<file path="config.mk">
export PLATFORM = sky130hd
export DESIGN_NAME = obi_atop_rmw_resolver_flat
export DESIGN_NICKNAME = d
export VERILOG_FILES = /design/src/rtl/obi_atop_rmw_resolver_if.sv /design/src/rtl/obi_atop_rmw_resolver.sv /design/src/flat_wrapper.sv
export SDC_FILE = /design/constraint.sdc
export NUM_CORES = 1
export LEC_CHECK = 0
export BUFFER_PORTS_ARGS = -buffer_cell sky130_fd_sc_hd__buf_2
export CORE_ASPECT_RATIO = 0.6
export CORE_MARGIN = 1
export CORE_UTILIZATION = 57
export CTS_BUF_LIST = sky130_fd_sc_hd__clkbuf_8
export DETAILED_ROUTE_END_ITERATION = 10
export PLACE_DENSITY = 0.84
export SETUP_SLACK_MARGIN = 0.2
export SYNTH_ARGS = -nofsm -noshare
export SYNTH_HDL_FRONTEND = slang
export SYNTH_SLANG_ARGS = --single-unit
</file>
<file path="constraint.sdc">
create_clock -name clk_i -period 4.24 [get_ports clk_i]
set_clock_uncertainty 0.15 [all_clocks]
set_input_delay 0.424 -clock clk_i [delete_from_list [all_inputs] [get_ports clk_i]]
set_output_delay 0.424 -clock clk_i [all_outputs]
set_load 0.03 [all_outputs]
</file>
<file path="src/rtl/obi_atop_rmw_resolver_if.sv">
// Flattened OBI request/response bundle shared by the upstream and downstream sides of the
// ATOP resolver; master drives the A channel, slave drives gnt and the R channel.
interface obi_atop_rmw_resolver_if #(
   parameter int unsigned AddrWidth = 32,
   parameter int unsigned DataWidth = 32,
   parameter int unsigned IdWidth   = 1
) ();
   logic                   req;
   logic                   gnt;
   logic [AddrWidth-1:0]   addr;
   logic                   we;
   logic [DataWidth/8-1:0] be;
   logic [DataWidth-1:0]   wdata;
   logic [IdWidth-1:0]     aid;
   logic [5:0]             atop;
   logic                   rvalid;
   logic [DataWidth-1:0]   rdata;
   logic [IdWidth-1:0]     rid;
   logic                   err;

   modport master (
      output req, addr, we, be, wdata, aid, atop,
      input  gnt, rvalid, rdata, rid, err
   );

   modport slave (
      input  req, addr, we, be, wdata, aid, atop,
      output gnt, rvalid, rdata, rid, err
   );
endinterface

</file>
<file path="src/rtl/obi_atop_rmw_resolver.sv">
// Resolves OBI atomics into downstream read / local ALU / downstream write; plain traffic passes.
// Define OBI_ATOP_LRSC_EN to add LR/SC with a single reservation register.
module obi_atop_rmw_resolver #(
   parameter int unsigned AddrWidth      = 32,
   parameter int unsigned DataWidth      = 32,
   parameter int unsigned IdWidth        = 1,
   parameter int unsigned MaxOutstanding = 4
) (
   input  logic                    clk_i,
   input  logic                    rst_ni,
   obi_atop_rmw_resolver_if.slave  sbr_port,
   obi_atop_rmw_resolver_if.master mgr_port
);
   localparam int unsigned CntWidth = $clog2(MaxOutstanding + 1);

   localparam logic [5:0] AtopAdd  = 6'h20;
   localparam logic [5:0] AtopSwap = 6'h21;
   localparam logic [5:0] AtopXor  = 6'h24;
   localparam logic [5:0] AtopOr   = 6'h28;
   localparam logic [5:0] AtopAnd  = 6'h2C;
   localparam logic [5:0] AtopMin  = 6'h30;
   localparam logic [5:0] AtopMax  = 6'h34;
   localparam logic [5:0] AtopMinu = 6'h38;
   localparam logic [5:0] AtopMaxu = 6'h3C;
`ifdef OBI_ATOP_LRSC_EN
   localparam logic [5:0] AtopLr   = 6'h22;
   localparam logic [5:0] AtopSc   = 6'h23;
`endif

   if (DataWidth != 32) begin : g_width_check
      $error("obi_atop_rmw_resolver: DataWidth must be 32");
   end

   typedef enum logic [2:0] {StIdle, StRdReq, StRdWait, StWrReq, StWrWait, StResp} state_e;

   state_e                 r_state, w_state_d;
   logic [CntWidth-1:0]    r_cnt, w_cnt_d;
   logic [AddrWidth-1:0]   r_addr, w_addr_d;
   logic [DataWidth-1:0]   r_wdata, w_wdata_d;
   logic [DataWidth-1:0]   r_old, w_old_d;
   logic [IdWidth-1:0]     r_aid, w_aid_d;
   logic [5:0]             r_atop, w_atop_d;
   logic                   r_err, w_err_d;

   logic                   w_room, w_drained, w_cnt_inc, w_cnt_dec;
   logic [DataWidth-1:0]   w_alu;
   logic                   w_sbr_gnt, w_sbr_rvalid, w_sbr_err;
   logic [DataWidth-1:0]   w_sbr_rdata;
   logic [IdWidth-1:0]     w_sbr_rid;
   logic                   w_mgr_req, w_mgr_we;
   logic [AddrWidth-1:0]   w_mgr_addr;
   logic [DataWidth/8-1:0] w_mgr_be;
   logic [DataWidth-1:0]   w_mgr_wdata;
   logic [IdWidth-1:0]     w_mgr_aid;

`ifdef OBI_ATOP_LRSC_EN
   logic                   r_rsv_valid, w_rsv_valid_d;
   logic [AddrWidth-1:0]   r_rsv_addr, w_rsv_addr_d;
   logic                   w_rsv_hit;
   assign w_rsv_hit = r_rsv_valid && (r_rsv_addr == sbr_port.addr);
`endif

   function automatic logic is_alu_op(input logic [5:0] atop);
      return atop inside {AtopAdd, AtopSwap, AtopXor, AtopOr, AtopAnd,
                          AtopMin, AtopMax, AtopMinu, AtopMaxu};
   endfunction

   function automatic logic [DataWidth-1:0] alu(input logic [5:0] atop,
                                                input logic [DataWidth-1:0] a,
                                                input logic [DataWidth-1:0] b);
      case (atop)
         AtopAdd:  return a + b;
         AtopXor:  return a ^ b;
         AtopOr:   return a | b;
         AtopAnd:  return a & b;
         AtopMin:  return ($signed(a) < $signed(b)) ? a : b;
         AtopMax:  return ($signed(a) > $signed(b)) ? a : b;
         AtopMinu: return (a < b) ? a : b;
         AtopMaxu: return (a > b) ? a : b;
         default:  return b;  // SWAP, and SC stores its wdata unchanged
      endcase
   endfunction

   assign w_alu     = alu(r_atop, r_old, r_wdata);
   assign w_room    = r_cnt < CntWidth'(MaxOutstanding);
   // A passthrough response retiring the last outstanding beat lets an AMO win the same cycle.
   assign w_drained = (r_cnt == '0) || ((r_cnt == CntWidth'(1)) && mgr_port.rvalid);

   always_comb begin
      w_state_d    = r_state;
      w_addr_d     = r_addr;
      w_wdata_d    = r_wdata;
      w_old_d      = r_old;
      w_aid_d      = r_aid;
      w_atop_d     = r_atop;
      w_err_d      = r_err;
      w_sbr_gnt    = 1'b0;
      w_sbr_rvalid = 1'b0;
      w_sbr_rdata  = r_old;
      w_sbr_rid    = r_aid;
      w_sbr_err    = r_err;
      w_mgr_req    = 1'b0;
      w_mgr_addr   = r_addr;
      w_mgr_we     = 1'b0;
      w_mgr_be     = '1;
      w_mgr_wdata  = w_alu;
      w_mgr_aid    = r_aid;
      unique case (r_state)
         StIdle: begin
            w_sbr_rvalid = mgr_port.rvalid;
            w_sbr_rdata  = mgr_port.rdata;
            w_sbr_rid    = mgr_port.rid;
            w_sbr_err    = mgr_port.err;
            if (sbr_port.req && (sbr_port.atop == '0)) begin
               w_mgr_req   = w_room;
               w_mgr_addr  = sbr_port.addr;
               w_mgr_we    = sbr_port.we;
               w_mgr_be    = sbr_port.be;
               w_mgr_wdata = sbr_port.wdata;
               w_mgr_aid   = sbr_port.aid;
               w_sbr_gnt   = mgr_port.gnt && w_room;
            end else if (sbr_port.req && w_drained) begin
               w_sbr_gnt = 1'b1;
               w_addr_d  = sbr_port.addr;
               w_wdata_d = sbr_port.wdata;
               w_aid_d   = sbr_port.aid;
               w_atop_d  = sbr_port.atop;
               w_old_d   = '0;
               w_err_d   = 1'b0;
               if (is_alu_op(sbr_port.atop)) begin
                  w_state_d = StRdReq;
`ifdef OBI_ATOP_LRSC_EN
               end else if (sbr_port.atop == AtopLr) begin
                  w_state_d = StRdReq;
               end else if (sbr_port.atop == AtopSc) begin
                  if (w_rsv_hit) begin
                     w_state_d = StWrReq;
                  end else begin
                     w_old_d   = DataWidth'(1);
                     w_state_d = StResp;
                  end
`endif
               end else begin
                  w_err_d   = 1'b1;
                  w_state_d = StResp;
               end
            end
         end
         StRdReq: begin
            w_mgr_req = 1'b1;
            if (mgr_port.gnt) w_state_d = StRdWait;
         end
         StRdWait: begin
            if (mgr_port.rvalid) begin
               w_old_d = mgr_port.rdata;
               w_err_d = mgr_port.err;
               if (mgr_port.err) begin
                  w_state_d = StResp;
`ifdef OBI_ATOP_LRSC_EN
               end else if (r_atop == AtopLr) begin
                  w_state_d = StResp;
`endif
               end else begin
                  w_state_d = StWrReq;
               end
            end
         end
         StWrReq: begin
            w_mgr_req = 1'b1;
            w_mgr_we  = 1'b1;
            if (mgr_port.gnt) w_state_d = StWrWait;
         end
         StWrWait: begin
            if (mgr_port.rvalid) begin
               w_sbr_rvalid = 1'b1;
               w_sbr_err    = r_err | mgr_port.err;
               w_state_d    = StIdle;
            end
         end
         StResp: begin
            w_sbr_rvalid = 1'b1;
            w_state_d    = StIdle;
         end
         default: w_state_d = StIdle;
      endcase
   end

   // Only passthrough traffic is counted; AMOs run with the counter at zero.
   assign w_cnt_inc = (r_state == StIdle) && w_mgr_req && mgr_port.gnt;
   assign w_cnt_dec = (r_state == StIdle) && mgr_port.rvalid && (r_cnt != '0);

   always_comb begin
      w_cnt_d = r_cnt;
      case ({w_cnt_inc, w_cnt_dec})
         2'b10:   w_cnt_d = r_cnt + CntWidth'(1);
         2'b01:   w_cnt_d = r_cnt - CntWidth'(1);
         default: w_cnt_d = r_cnt;
      endcase
   end

`ifdef OBI_ATOP_LRSC_EN
   always_comb begin
      w_rsv_valid_d = r_rsv_valid;
      w_rsv_addr_d  = r_rsv_addr;
      if ((r_state == StRdWait) && mgr_port.rvalid && !mgr_port.err && (r_atop == AtopLr)) begin
         w_rsv_valid_d = 1'b1;
         w_rsv_addr_d  = r_addr;
      end
      if ((r_state == StIdle) && w_sbr_gnt && (sbr_port.atop == AtopSc)) w_rsv_valid_d = 1'b0;
      if (w_mgr_req && mgr_port.gnt && w_mgr_we && (w_mgr_addr == r_rsv_addr)) begin
         w_rsv_valid_d = 1'b0;
      end
   end

   always_ff @(posedge clk_i or negedge rst_ni) begin
      if (!rst_ni) begin
         r_rsv_valid <= 1'b0;
         r_rsv_addr  <= '0;
      end else begin
         r_rsv_valid <= w_rsv_valid_d;
         r_rsv_addr  <= w_rsv_addr_d;
      end
   end
`endif

   always_ff @(posedge clk_i or negedge rst_ni) begin
      if (!rst_ni) begin
         r_state <= StIdle;
         r_cnt   <= '0;
         r_addr  <= '0;
         r_wdata <= '0;
         r_old   <= '0;
         r_aid   <= '0;
         r_atop  <= '0;
         r_err   <= 1'b0;
      end else begin
         r_state <= w_state_d;
         r_cnt   <= w_cnt_d;
         r_addr  <= w_addr_d;
         r_wdata <= w_wdata_d;
         r_old   <= w_old_d;
         r_aid   <= w_aid_d;
         r_atop  <= w_atop_d;
         r_err   <= w_err_d;
      end
   end

   // Handshake outputs are held low for the whole reset pulse, not just after the next edge.
   assign sbr_port.gnt    = w_sbr_gnt & rst_ni;
   assign sbr_port.rvalid = w_sbr_rvalid & rst_ni;
   assign sbr_port.rdata  = w_sbr_rdata;
   assign sbr_port.rid    = w_sbr_rid;
   assign sbr_port.err    = w_sbr_err;

   assign mgr_port.req    = w_mgr_req & rst_ni;
   assign mgr_port.addr   = w_mgr_addr;
   assign mgr_port.we     = w_mgr_we;
   assign mgr_port.be     = w_mgr_be;
   assign mgr_port.wdata  = w_mgr_wdata;
   assign mgr_port.aid    = w_mgr_aid;
   assign mgr_port.atop   = '0;
endmodule

</file>
<file path="src/flat_wrapper.sv">
// flat-port wrapper written by rule: the top's interface ports become plain ports
module obi_atop_rmw_resolver_flat 
#(
   parameter int unsigned AddrWidth      = 32,
   parameter int unsigned DataWidth      = 32,
   parameter int unsigned IdWidth        = 1,
   parameter int unsigned MaxOutstanding = 4
)
  (clk_i, rst_ni, sbr_port_req, sbr_port_addr, sbr_port_we, sbr_port_be, sbr_port_wdata, sbr_port_aid, sbr_port_atop, sbr_port_gnt, sbr_port_rvalid, sbr_port_rdata, sbr_port_rid, sbr_port_err, mgr_port_req, mgr_port_addr, mgr_port_we, mgr_port_be, mgr_port_wdata, mgr_port_aid, mgr_port_atop, mgr_port_gnt, mgr_port_rvalid, mgr_port_rdata, mgr_port_rid, mgr_port_err);
  obi_atop_rmw_resolver_if #(.AddrWidth(AddrWidth), .DataWidth(DataWidth), .IdWidth(IdWidth)) sbr_port_i ();
  obi_atop_rmw_resolver_if #(.AddrWidth(AddrWidth), .DataWidth(DataWidth), .IdWidth(IdWidth)) mgr_port_i ();
  input  logic clk_i;
  input  logic rst_ni;
  input wire logic [$bits(sbr_port_i.req)-1:0] sbr_port_req;
  input wire logic [$bits(sbr_port_i.addr)-1:0] sbr_port_addr;
  input wire logic [$bits(sbr_port_i.we)-1:0] sbr_port_we;
  input wire logic [$bits(sbr_port_i.be)-1:0] sbr_port_be;
  input wire logic [$bits(sbr_port_i.wdata)-1:0] sbr_port_wdata;
  input wire logic [$bits(sbr_port_i.aid)-1:0] sbr_port_aid;
  input wire logic [$bits(sbr_port_i.atop)-1:0] sbr_port_atop;
  output wire logic [$bits(sbr_port_i.gnt)-1:0] sbr_port_gnt;
  output wire logic [$bits(sbr_port_i.rvalid)-1:0] sbr_port_rvalid;
  output wire logic [$bits(sbr_port_i.rdata)-1:0] sbr_port_rdata;
  output wire logic [$bits(sbr_port_i.rid)-1:0] sbr_port_rid;
  output wire logic [$bits(sbr_port_i.err)-1:0] sbr_port_err;
  output wire logic [$bits(mgr_port_i.req)-1:0] mgr_port_req;
  output wire logic [$bits(mgr_port_i.addr)-1:0] mgr_port_addr;
  output wire logic [$bits(mgr_port_i.we)-1:0] mgr_port_we;
  output wire logic [$bits(mgr_port_i.be)-1:0] mgr_port_be;
  output wire logic [$bits(mgr_port_i.wdata)-1:0] mgr_port_wdata;
  output wire logic [$bits(mgr_port_i.aid)-1:0] mgr_port_aid;
  output wire logic [$bits(mgr_port_i.atop)-1:0] mgr_port_atop;
  input wire logic [$bits(mgr_port_i.gnt)-1:0] mgr_port_gnt;
  input wire logic [$bits(mgr_port_i.rvalid)-1:0] mgr_port_rvalid;
  input wire logic [$bits(mgr_port_i.rdata)-1:0] mgr_port_rdata;
  input wire logic [$bits(mgr_port_i.rid)-1:0] mgr_port_rid;
  input wire logic [$bits(mgr_port_i.err)-1:0] mgr_port_err;
  assign sbr_port_i.req = sbr_port_req;
  assign sbr_port_i.addr = sbr_port_addr;
  assign sbr_port_i.we = sbr_port_we;
  assign sbr_port_i.be = sbr_port_be;
  assign sbr_port_i.wdata = sbr_port_wdata;
  assign sbr_port_i.aid = sbr_port_aid;
  assign sbr_port_i.atop = sbr_port_atop;
  assign sbr_port_gnt = sbr_port_i.gnt;
  assign sbr_port_rvalid = sbr_port_i.rvalid;
  assign sbr_port_rdata = sbr_port_i.rdata;
  assign sbr_port_rid = sbr_port_i.rid;
  assign sbr_port_err = sbr_port_i.err;
  assign mgr_port_req = mgr_port_i.req;
  assign mgr_port_addr = mgr_port_i.addr;
  assign mgr_port_we = mgr_port_i.we;
  assign mgr_port_be = mgr_port_i.be;
  assign mgr_port_wdata = mgr_port_i.wdata;
  assign mgr_port_aid = mgr_port_i.aid;
  assign mgr_port_atop = mgr_port_i.atop;
  assign mgr_port_i.gnt = mgr_port_gnt;
  assign mgr_port_i.rvalid = mgr_port_rvalid;
  assign mgr_port_i.rdata = mgr_port_rdata;
  assign mgr_port_i.rid = mgr_port_rid;
  assign mgr_port_i.err = mgr_port_err;
  obi_atop_rmw_resolver #(.AddrWidth(AddrWidth), .DataWidth(DataWidth), .IdWidth(IdWidth), .MaxOutstanding(MaxOutstanding)) u_core (.clk_i(clk_i), .rst_ni(rst_ni), .sbr_port(sbr_port_i), .mgr_port(mgr_port_i));
endmodule
</file>
# == After elaboration in Yosys (flattened, before gate mapping) ==
# Index checks and enable logic that the tools add are counted.
# totals
ff_bits,110
inputBits,115
out_inout_bits,113
elab_cells,120
# op_classes
add_sub_neg,3
n_lt_le_gt_ge,5
eq_ne,31
n_mux,45
n_bitwise,8
reduce_logical,20
# op_table
cell,n
two-way mux 32 bit,12
one-hot mux 32 bit (8 select lines),1
"equality test 6 bit, second input constant",17
> comparator 32 bit,2
less-than comparator 32 bit,2
one-hot mux 32 bit (2 select lines),1
adder 32 bit,1
AND 32 bit,1
OR 32 bit,1
bitwise XOR 32 bit,1
two-way mux 3 bit,8
one-hot mux 3 bit (5 select lines),1
two-way mux 1 bit,14
"!= test 2 bit, second input constant",5
nonzero test 9 bit,1
logical AND 1 bit,8
two-way mux 4 bit,2
one-hot mux 1 bit (2 select lines),4
"equality test 3 x 1 -> 1 bit, second input constant",2
"equality test 3 x 2 -> 1 bit, second input constant",2
"equality test 3 bit, second input constant",2
zero test 3 bit,2
zero test 6 bit,1
one-hot mux 3 bit (2 select lines),1
17 further kinds,20

# == Depth between registers and ports, before layout ==
# logic_depth
ltp_word,8
depth_mapped,15

# == Worst setup path before layout ==
# No wires, ideal clock.
# synth_timing
path_kind,register -> output
start,reg u_core.r_old[1]
end,out mgr_port_wdata[31]
arrival_ns,3.344
t_required_ns,3.666
slack_ns,0.322
path_stages_with_launch,12
n_path_buf,0
path_cell_list,dfrtp_1 -> inv_1 -> ha_1 -> a21o_1 -> a21oi_1 -> o311ai_1 -> a211oi_1 -> o41ai_1 -> a221oi_2 -> nor4b_1 -> or4_1 -> a31oi_1
# synth_via
elab_chain_cells,5
# synth_lines
element,line_no,rtl
from (decl),obi_atop_rmw_resolver.sv:40,"logic [DataWidth-1:0] r_old, w_old_d;"
from (signal assigned),obi_atop_rmw_resolver.sv:241,r_old <= w_old_d;
> comparator 32 bit (tied with other cells),obi_atop_rmw_resolver.sv:79,AtopMaxu: return (a > b) ? a : b;
"two-way mux 32 bit, on equally long branches",--,
one-hot mux 32 bit (8 select lines) (*),obi_atop_rmw_resolver.sv:71,case (atop)
two-way mux 32 bit,obi_atop_rmw_resolver.sv:114,if (sbr_port.req && (sbr_port.atop == '0)) begin
two-way mux 32 bit (*),obi_atop_rmw_resolver.sv:108,unique case (r_state)
to (decl),flat_wrapper.sv:30,output wire logic [$bits(mgr_port_i.wdata)-1:0] mgr_port_wdata;
# Every way passes the cells marked *; elsewhere a longest branch is shown, timed or not.

# == Worst setup path in the final report ==
# layout_timing
start,reg u_core.r_wdata[21]
end,out mgr_port_wdata[13]
# layout_via
elab_chain_cells,5
# layout_lines
element,line_no,rtl
from (decl),obi_atop_rmw_resolver.sv:39,"logic [DataWidth-1:0] r_wdata, w_wdata_d;"
from (signal assigned),obi_atop_rmw_resolver.sv:240,r_wdata <= w_wdata_d;
> comparator 32 bit (tied with other cells),obi_atop_rmw_resolver.sv:79,
"two-way mux 32 bit, on equally long branches",--,
one-hot mux 32 bit (8 select lines) (*),obi_atop_rmw_resolver.sv:71,
two-way mux 32 bit,obi_atop_rmw_resolver.sv:114,
two-way mux 32 bit (*),obi_atop_rmw_resolver.sv:108,
# Marks and branches as above.

==> impl_metrics.env <==
export IMPL_status="complete, but fails checks"
export IMPL_violations="negative setup slack"
export IMPL_core_area_um2=17130
export IMPL_netlist_instances=1316
export IMPL_synth_area_per_cell_um2=7.584
export IMPL_drc=0
export IMPL_register_area_um2=2754
export IMPL_cp_required_ns=3.67
export IMPL_vias=11670
export IMPL_wirelength_um=36490
export IMPL_final_antenna_net_count=0
export IMPL_relSlewSlack_pct=19.84
export IMPL_comb_power_share_pct=77.4
export IMPL_holdPathStages=3
export IMPL_yosysWarnings=0
export IMPL_cts_tree="done"
export IMPL_drive_gt1_share_pct=36.01
export IMPL_multi_input_area_um2=7525
export IMPL_async_flop_share_pct=100.0
export IMPL_numCtsBuffers=9
export IMPL_io_pin_count=228
export IMPL_drt_iter0_drc=1417
export IMPL_fill_cells=1137
export IMPL_setup_tns_ns=-1.429
export IMPL_root_buffer="clkbuf_8"
export IMPL_row_count=37
export IMPL_r2r_setup_slack_ns=1.09
export IMPL_wl_per_cell_um=19.72
export IMPL_tightest_slew_ns=1.202
export IMPL_p_sw_uw=6290
export IMPL_end_kind="output pin"
export IMPL_grt_max_degree=81
export IMPL_clockBufferDepth=2
export IMPL_syn_to_final_growth_pct=34.98
export IMPL_gr_total_overflow=0
export IMPL_final_cells=1851
export IMPL_fin_ws_ns=-0.1419
export IMPL_r2r_cells=6
export IMPL_crit_start="u_core.r_wdata[21]"
export IMPL_seq_power_share_pct=16.4
export IMPL_port_buffers=221
export IMPL_cp_depth=17
export IMPL_place_hpwl_um=23260
export IMPL_finalWeightedCongestion=0.9942
export IMPL_cp_cell_sequence="inv_2 -> ha_4 -> buf_6 -> nor2b_1 -> o21ai_1 -> a21oi_2 -> buf_4 -> buf_4 -> o41ai_4 -> buf_4 -> a21oi_2 -> nand3b_4 -> buf_12 -> a211o_1 -> o32ai_2 -> a21oi_1 -> buf_4"
export IMPL_grt_pass1_wl_um=56500
export IMPL_worstPathMaxFanout=13
export IMPL_crit_path_start_kind="register"
export IMPL_path_delay_family="compound AO/OA/AOI/OAI gates"
export IMPL_place_ws_ns=-0.04038
export IMPL_crit_end="mgr_port_wdata[13]"
export IMPL_synth_distinct_cells=70
export IMPL_finalCritPeriodShare_pct=103.3
export IMPL_ir_worst_vdd_v=0.0006122
export IMPL_crit_type="register to output pin"
export IMPL_fp_dieArea_um2=18060
export IMPL_p_leak_uw=0.006388
export IMPL_die_width_um=172.8
export IMPL_die_height_um=104.5
export IMPL_power_density_nw_per_um2=868.0
export IMPL_hold_path_class="input port to register"
export IMPL_ys_seq_area_share_pct=27.58
export IMPL_vias_per_cell=6.306
export IMPL_dp_cells=1764
export IMPL_switching_share_pct=53.79
export IMPL_synthFlopType="dfrtp_1"
export IMPL_grt_antenna_before_repair=4
export IMPL_drtPass1Iterations=8
export IMPL_period_minus_slack_ns=4.382
export IMPL_worst_path_buf_inv=7
export IMPL_p_total_uw=11690
export IMPL_ys_ff_latch=110
export IMPL_final_nets=1828
export IMPL_initial_core_util_pct=58.27
export IMPL_clock_fmax_ghz=0.2282
export IMPL_r2r_start="u_core.r_state[0]"
export IMPL_hold_worst_slack_ns=0.07249
export IMPL_cts_max_level=3
export IMPL_slew_viol_final=0
export IMPL_clkSinkCount=110
export IMPL_grt_pass1_vias=10900
export IMPL_clk_pin_slew_ns=0.12
export IMPL_hold_viol_final=0
export IMPL_path_common_cell="buf_4"
export IMPL_crit_slowest_cell="dfrtp_1"
export IMPL_insertion_delay_ns=0.40
export IMPL_internal_power_uw=5403
export IMPL_clockPowerShare_pct=6.2
export IMPL_synth_edf_count=0
export IMPL_arrival_ns=3.81
export IMPL_grt_total_usage_pct=38.83
export IMPL_setup_viol=25
export IMPL_max_stage_delay_ns=0.42
export IMPL_rsz0062_at_grt="true"
export IMPL_synthesis_area_um2=9981
export IMPL_r2r_end="u_core.r_wdata[12]"
export IMPL_maxCapViolCount=0
## layout make-up
cell class	instances	share of cell area [%]
multi-input combinational	1043	55.86
sequential	110	20.44
timing repair buffer	366	17.69
inverter	81	2.257
tap	234	2.173
clock buffer	10	1.022
clock inverter	6	0.5387
antenna	1	0.01858
## layer usage
metal	up-vias	share of wire, %	global-route usage, %
li1	5157	-	-
met1	5405	41	52.49
met2	925	43	59.19
met3	181	12	10.96
met4	4	3.6	13.97
met5	-	0.063	0
## stage by stage
step	utilization (%)	area, um^2
2_1_floorplan	-	10000
3_3_place_gp	67.87	11630
3_5_place_dp	67.87	11630
4_1_cts	76.67	13130
5_1_grt	78.65	13470
6_report	78.65	13470
## worst min-delay path, cell delays in order
cell     delay, ns
buf_2         0.08
nand2_1       0.04
o21ai_0       0.05
## cell usage in the layout (no fill, tap or decap), types with 18 or more instances in the layout
cell / instances
buf_4: 149
dfrtp_1: 109
a21oi_2: 30
mux2_2: 39
ha_4: 22
a221o_1: 18
nand3_1: 24
a21oi_1: 52
buf_6: 23
nand2_1: 284
ha_1: 73
inv_1: 57
buf_2: 191
nor2_1: 66
inv_2: 23
o21ai_0: 158
## sequential cells by signal, summed over array words and instances, names as in the netlist
name	cells
u_core.r_aid	1
u_core.r_state	3
u_core.r_cnt	3
u_core.r_addr	32
u_core.r_old	32
u_core.r_atop	6
u_core.r_err	1
u_core.r_wdata	32
## worst min path at each step
stage	slack [ns]	from	endpoint
floorplan	-0.02	rst_ni	u_core.r_addr[0]
global placement	0.26	rst_ni	u_core.r_wdata[25]
detailed placement	0.26	rst_ni	u_core.r_wdata[25]
CTS	0.06	sbr_port_wdata[29]	u_core.r_wdata[29]
global route	0.09	sbr_port_addr[31]	u_core.r_addr[31]
finish	0.07	sbr_port_wdata[29]	u_core.r_wdata[29]
## power groups by stage
stage          clock network, uW  logic, uW  registers [uW]
6_report                     720       9050            1920
5_1_grt                      761       9570            1970
4_1_cts                      723       8340            1890
3_5_place_dp                   0       6880            1980
3_3_place_gp                   0       6750            1950
2_1_floorplan                  0       4820            1890
## Yosys cell counts, types with 12 or more instances
| library cell | number | area [um^2] |
|---|---|---|
| ha_1 | 101 | 1264 |
| inv_1 | 79 | 296.5 |
| dfrtp_1 | 110 | 2753 |
| o22ai_1 | 18 | 112.6 |
| buf_2 | 12 | 60.06 |
| a221o_1 | 18 | 180.2 |
| a21o_1 | 15 | 112.6 |
| mux2_2 | 40 | 450.4 |
| o21ai_0 | 169 | 845.8 |
| a221oi_1 | 14 | 122.6 |
| clkbuf_1 | 62 | 232.7 |
| nand2_1 | 286 | 1074 |
| nor2_1 | 68 | 255.2 |
| xor2_1 | 13 | 113.9 |
| o211ai_1 | 15 | 112.6 |
| nand3_1 | 26 | 130.1 |
| xnor2_1 | 17 | 148.9 |
| a21oi_1 | 84 | 420.4 |
## cells by family after synthesis
logic type	Yosys count	synth area share (%)
AND/OR/NAND/NOR	461	20.10
AO/OA/AOI/OAI	393	24.37
buffers and inverters	170	6.995
flip-flops	110	27.58
adder cells (fa/ha/maj)	102	12.86
multiplexers	49	5.428
XOR/XNOR	30	2.633
other	1	0.03757
## what timing repair did
item / CTS / global route
cloned: 3 / 0
buffers inserted: 58 / 8
hold buffers: 1 / 0
pin swaps: 54 / 32
hold endpoints to repair: 31 / 0
resized for setup: 180 / 65
endpoints found under the setup margin: 32 / 32
(Power assumes the default switching activity.)
